## src/rtl/core_rf_sr_stack_pkg.sv

```systemverilog
// Shared SR definitions: field order {i, mode, flag}, default widths,
// field offsets and the packed SR type for the default configuration.
package i2d_core_defines;

    localparam int SR_FLAG_W   = 4;
    localparam int SR_MODE_W   = 2;
    localparam int SR_W        = SR_FLAG_W + SR_MODE_W + 1;

    localparam int SR_FLAG_LSB = 0;
    localparam int SR_MODE_LSB = SR_FLAG_W;
    localparam int SR_I_BIT    = SR_FLAG_W + SR_MODE_W;

    typedef struct packed {
        logic                 i;
        logic [SR_MODE_W-1:0] mode;
        logic [SR_FLAG_W-1:0] flag;
    } sr_t;

    // Build a default-configuration SR value from its fields.
    function automatic sr_t sr_pack(input logic i_v,
                                    input logic [SR_MODE_W-1:0] mode_v,
                                    input logic [SR_FLAG_W-1:0] flag_v);
        sr_t r;
        r.i    = i_v;
        r.mode = mode_v;
        r.flag = flag_v;
        return r;
    endfunction

endpackage

```

## src/rtl/core_sr_lifo.sv

```systemverilog
// Save-slot LIFO for SR values. Push at full and pop at empty are ignored
// and reported on err in the same cycle. Storage itself is never reset;
// slots above depth are stale by design.
module core_sr_lifo #(
    parameter int WIDTH = 7,
    parameter int DEPTH = 4,
    localparam int DW   = $clog2(DEPTH + 1),
    localparam int IW   = (DEPTH > 1) ? $clog2(DEPTH) : 1
) (
    input  logic             clk,
    input  logic             rst,
    input  logic             push,
    input  logic             pop,
    input  logic [WIDTH-1:0] din,
    output logic [WIDTH-1:0] dout,
    output logic [DW-1:0]    depth,
    output logic             full,
    output logic             empty,
    output logic             err
);

    logic [WIDTH-1:0] mem_q [DEPTH];
    logic [DW-1:0]    depth_q, depth_d;
    logic             full_q, full_d;
    logic             empty_q, empty_d;
    logic             do_push, do_pop;
    logic [IW-1:0]    wr_idx, rd_idx;

    // Accepted operations, occupancy update and overflow/underflow report.
    always_comb begin
        do_push = push && !full_q;
        do_pop  = pop && !push && !empty_q;
        err     = (push && full_q) || (pop && !push && empty_q);
        wr_idx  = IW'(depth_q);
        rd_idx  = IW'(depth_q - DW'(1));
        depth_d = depth_q;
        if (do_push) begin
            depth_d = depth_q + DW'(1);
        end else if (do_pop) begin
            depth_d = depth_q - DW'(1);
        end
        full_d  = (depth_d == DW'(DEPTH));
        empty_d = (depth_d == '0);
    end

    // Occupancy and registered full/empty flags.
    always_ff @(posedge clk) begin
        if (rst) begin
            depth_q <= '0;
            full_q  <= 1'b0;
            empty_q <= 1'b1;
        end else begin
            depth_q <= depth_d;
            full_q  <= full_d;
            empty_q <= empty_d;
        end
    end

    // Slot storage, written only on an accepted push.
    always_ff @(posedge clk) begin
        if (do_push) begin
            mem_q[wr_idx] <= din;
        end
    end

    assign dout  = mem_q[rd_idx];
    assign depth = depth_q;
    assign full  = full_q;
    assign empty = empty_q;

endmodule

```

## src/rtl/core_rf_sr_stack.sv

```systemverilog
// Architectural status register {i, mode, flag} with a save stack for nested
// exception entry/return. Priority: exc_enter > exc_return > field writes.
module core_rf_sr_stack
    import i2d_core_defines::*;
#(
    parameter int FLAG_W     = SR_FLAG_W,
    parameter int MODE_W     = SR_MODE_W,
    parameter int DEPTH      = 4,
    parameter int RESET_MODE = 0,
    localparam int SRW       = FLAG_W + MODE_W + 1,
    localparam int DW        = $clog2(DEPTH + 1)
) (
    input  logic              clk,
    input  logic              rst,
    input  logic [FLAG_W-1:0] flag,
    input  logic              flag_we,
    input  logic              write_sr,
    input  logic [SRW-1:0]    sr_in,
    input  logic              write_mode,
    input  logic [MODE_W-1:0] mode,
    input  logic              write_i,
    input  logic              i,
    input  logic              exc_enter,
    input  logic [MODE_W-1:0] exc_mode,
    input  logic              exc_return,
    output logic [SRW-1:0]    sr,
    output logic [DW-1:0]     depth,
    output logic              stack_full,
    output logic              stack_empty,
    output logic              nest_err
);

    localparam int MODE_LSB = FLAG_W;
    localparam int I_BIT    = FLAG_W + MODE_W;

    logic [SRW-1:0] sr_q, sr_d;
    logic           nest_err_q, nest_err_d;
    logic [SRW-1:0] n_sr;
    logic           lifo_push, lifo_pop, lifo_err;
    logic [SRW-1:0] lifo_dout;

    // Normal-path value and priority mux for the next SR.
    always_comb begin
        if (write_sr) begin
            n_sr = sr_in;
        end else begin
            n_sr = {write_i    ? i    : sr_q[I_BIT],
                    write_mode ? mode : sr_q[I_BIT-1:MODE_LSB],
                    flag_we    ? flag : sr_q[FLAG_W-1:0]};
        end

        // A simultaneous return is dropped, so it never reaches the stack.
        lifo_push = exc_enter;
        lifo_pop  = exc_return && !exc_enter;

        sr_d = n_sr;
        if (exc_enter) begin
            sr_d = {1'b0, exc_mode, n_sr[FLAG_W-1:0]};
        end else if (exc_return && !stack_empty) begin
            sr_d = lifo_dout;
        end
        nest_err_d = lifo_err;
    end

    // SR and error-pulse registers.
    always_ff @(posedge clk) begin
        if (rst) begin
            sr_q       <= {1'b0, MODE_W'(RESET_MODE), {FLAG_W{1'b0}}};
            nest_err_q <= 1'b0;
        end else begin
            sr_q       <= sr_d;
            nest_err_q <= nest_err_d;
        end
    end

    core_sr_lifo #(
        .WIDTH (SRW),
        .DEPTH (DEPTH)
    ) u_lifo (
        .clk   (clk),
        .rst   (rst),
        .push  (lifo_push),
        .pop   (lifo_pop),
        .din   (n_sr),
        .dout  (lifo_dout),
        .depth (depth),
        .full  (stack_full),
        .empty (stack_empty),
        .err   (lifo_err)
    );

    assign sr       = sr_q;
    assign nest_err = nest_err_q;

endmodule

```

## config.mk

```make
export PLATFORM = sky130hd
export DESIGN_NAME = core_rf_sr_stack
export DESIGN_NICKNAME = d
export VERILOG_FILES = /design/src/rtl/core_rf_sr_stack_pkg.sv /design/src/rtl/core_sr_lifo.sv /design/src/rtl/core_rf_sr_stack.sv
export SDC_FILE = /design/constraint.sdc
export NUM_CORES = 1
export LEC_CHECK = 0
export CORE_MARGIN = 3
export CORE_UTILIZATION = 45
export CTS_CLUSTER_DIAMETER = 200
export DETAILED_ROUTE_END_ITERATION = 6
export GPL_ROUTABILITY_DRIVEN = 0
export PLACE_DENSITY_LB_ADDON = 0.08
export SYNTH_ARGS = -nofsm -noshare
export SYNTH_HDL_FRONTEND = slang
export SYNTH_SLANG_ARGS = --single-unit
export TNS_END_PERCENT = 100
```

## constraint.sdc

```tcl
create_clock -name clk -period 1.89 [get_ports clk]
set_input_delay 0.2835 -clock clk [delete_from_list [all_inputs] [get_ports clk]]
set_output_delay 0.2835 -clock clk [all_outputs]
set_load 0.03 [all_outputs]
```

==> key figures, run 1 <==
Timing
  – Actual slew at the worst max-slew pin: 545.4 ps
  – Max Clk Rate: 547.7 MHz
  – Final setup viols: 0
  – Slew Viols, Final: 0
  – Slew HR: 0.6326
  – Final worst path period share: 0.9660
  – Setup TNS: 0 ps
  – RSZ-0062 raised after global routing: no
  – Skew final: 11.24 ps
  – Final Critical Period: 1826 ps
  – Final hold viol count: 0

Clock network
  – Number of H-tree levels: 2
  – Post-CTS Resized: 0
  – CTS tree: built
  – Cts bufs inserted: 5
  – Clk buf depth: 2
  – Total clock sinks: 41
  – Postcts setup bufs: 0
  – CTS clk-pin slew, worst paths: 70 ps
  – Hold buffers post-CTS: 0
  – Worst skew pair latency: 290 ps
  – Root buf cell: clkbuf_8

Setup path
  – CP startpoint kind: flop
  – Crit. Startpoint: u_lifo.depth[0]$_SDFF_PP0_
  – Crit Path Max Fanout: 10
  – Crit path arrival time: 1540 ps
  – CP required: 1610 ps
  – Critical R2R Capture: sr[4]$_SDFF_PP0_
  – Worst Setup End Kind: output pin
  – Reg2reg start: u_lifo.depth[0]$_SDFF_PP0_
  – FF-to-FF setup slack: 170 ps
  – Reg2Reg Depth: 5
  – Kind of critical path: flop to output pin

Global route
  – GR Util met1: 0.2322
  – Number of global-route vias before repair: 1,181
  – Total global-route track usage: 0.1796
  – M2 GR Usage: 0.2972
  – Routing usage on met3: 0.03612
  – First-pass GRT wire length: 5.796 mm
  – Top Usage Layer GRT: met2
  – Antenna violations before repair: 0
  – GRT overflow: 0
  – Largest net degree at the start of global routing: 15

Synthesis
  – Cells after Synth: 123
  – Post-synthesis cell type count: 28
  – Register bit count reported by yosys: 41
  – Top-area cell type share of the netlist area: 0.4810
  – Synth area leader: edfxtp_1
  – Adder-cell share of the synthesized area: 0.02863
  – Combinational family with the most area after synthesis: multiplexers
  – Synth Area in Compound Gates: 0.05154
  – Xor-xnor portion of the synthesized cell area: 0.01432
  – Fraction of the mapped netlist area in simple logic gates: 0.1067
  – Syn Nets: 151
  – Mapped cell area: 0.001748 mm²
  – Area contributors post-synth: edfxtp_1, dfxtp_1, mux4_2
  – Yosys warning count: 0
  – Mapped Avg Cell Area: 14.21 µm²
  – Post-synthesis sequential area ratio: 0.6299
  – Post-synthesis mux area share: 0.1503

Routing
  – Pre-antenna DRT Iters: 4
  – DRC viols: 0
  – Antenna-violating nets left: 0
  – DR iter-0 viols: 37
  – WL/cell: 16.91 µm
  – Routed vias: 1,138
  – Via/cell ratio: 5.220
  – Drt total wl: 3.686 mm

Floorplan
  – IO Pins: 37
  – Row count: 22
  – Die area: 0.004668 mm²
  – Core area: 0.003716 mm²
  – Die Ht: 68.33 µm
  – Initial Util: 0.4704
  – Die X: 68.33 µm

Cells and area
  – Core Util, Final: 0.6448
  – Ratio of cells with drive above 1 in the final layout: 0.1882
  – Fillers: 303
  – Fin area: 0.002396 mm²
  – Synth-to-layout area growth: 37.08%
  – ANT cells: 0
  – Final net count: 197

Flow run
  – Maxcap violations: 0

Power and ir drop
  – Lkg Pwr: 0.8712 nW
  – Total chip power: 2.402 mW
  – PD cells: 1002 mW/mm²
  – Worst ir drop on vdd: 703.1 µV

Placement
  – HPWL after detailed placement: 2.669 mm
  – Placed Instance Area: 0.002258 mm²
  – Number of port buffers: 36

Hold path
  – Class of the worst hold path: flop to flop
  – Cells on Worst Hold Path: 2
  – WHS Endpoint: nest_err$_SDFF_PP0_
  – Hold Path Origin: u_lifo.full$_SDFF_PP0_

Run status
  – Status: finished, final reports clean
## layout by cell type (no fill, tap or decap)
| master | instances |
|---|---|
| nor3_1 | 5 |
| clkbuf_8 | 5 |
| mux4_2 | 7 |
| bufinv_16 | 2 |
| dfxtp_2 | 1 |
| nand3_1 | 1 |
| dfxtp_1 | 12 |
| xnor2_2 | 1 |
| and2b_1 | 1 |
| or2_2 | 1 |
| o21ai_0 | 5 |
| and2_1 | 4 |
| buf_12 | 4 |
| a31o_1 | 1 |
| a21oi_1 | 5 |
| mux2i_1 | 6 |
| ha_1 | 4 |
| nor2_1 | 6 |
| mux2_2 | 4 |
| nor4bb_1 | 1 |
| o22ai_1 | 2 |
| inv_1 | 3 |
| nor3b_4 | 1 |
| buf_4 | 4 |
| inv_6 | 1 |
| nand2_1 | 15 |
| clkdlybuf4s50_1 | 36 |
| xor2_1 | 1 |
| edfxtp_1 | 28 |
| and2b_4 | 1 |
| a32oi_1 | 1 |
| a311o_1 | 1 |
## cell families (layout without fill, tap and decap cells)
group                      after synthesis  after routing
AOI/OAI and AO/OA                       15             15
xor gates and xnor gates                 2              2
adders and majority gates                4              4
and+or+nand+nor                         36             36
muxes                                   17             17
buffers and inverters                    8             55
DFF                                     41             41
## layout make-up
| cell class | count | area, µm² | area share |
|---|---|---|---|
| sequential | 41 | 1102 | 0.4601 |
| multi-input combinational | 74 | 614.3 | 0.2564 |
| timing repair buffer | 44 | 470.5 | 0.1963 |
| clock buffer | 5 | 68.82 | 0.02872 |
| clock inverter | 3 | 68.82 | 0.02872 |
| tap | 48 | 60.06 | 0.02507 |
| inverter | 3 | 11.26 | 0.004700 |
## stage by stage
step | hold WS [ps] | cells | setup slack [ps]
global route | 542.8 | 218 | 1.922
finish | 522.2 | 218 | 64.33
global placement | 499.8 | 210 | 67.37
floorplan | 359.2 | 123 | 5.329
CTS | 521.7 | 218 | 37.07
detailed placement | 497.1 | 210 | 21.32
## synth_stat cells, drive strengths merged
library cell  count
nor2              6
clkbuf            4
nand3             1
o21ai             5
and2b             2
o22ai             2
mux2              4
edfxtp           28
nor3              5
inv               3
a21oi             5
or2               1
xor2              1
mux4              7
nor4bb            1
and2              4
mux2i             6
a311o             1
ha                4
dfxtp            13
xnor2             1
buf               1
nand2            15
a31o              1
a32oi             1
nor3b             1
## routing by layer
metal	share of wire	wire, µm
met5	0	0
met4	0.014	52
met3	0.043	157
met2	0.52	1904
met1	0.43	1571
## power breakdown
part / switching [mW] / leakage, nW / internal [mW]
Sequential: 0.0269 / 0.367 / 1.04
Clock: 0.303 / 0.0687 / 0.532
Combinational: 0.249 / 0.435 / 0.252
Total: 0.579 / 0.871 / 1.82
## registers in the layout, indices dropped and copies added (netlist names)
register,count
u_lifo.full,1
sr,7
u_lifo.empty,1
u_lifo.mem_q,28
nest_err,1
u_lifo.depth,3
## critical path, stage by stage (launching register included)
cell and delay, ps:
dfxtp_2 330, buf_4 220, clkdlybuf4s50_1 710
## worst max-delay path by stage
stage	end	slack, ps	depth (start not counted)
floorplan	u_lifo.empty$_SDFF_PP1_	5	7
global placement	u_lifo.empty$_SDFF_PP1_	70	5
detailed placement	u_lifo.empty$_SDFF_PP1_	20	5
CTS	depth[0]	40	2
global route	depth[0]	2	2
finish	depth[0]	60	2
(Power assumes the default switching activity.)
==> run 2, diff against run 1 <==
- CTS_CLUSTER_DIAMETER: 200 -> 100
==> results of run 2 <==
No change in the layout: final DEF, timing and power equal those of run 1.
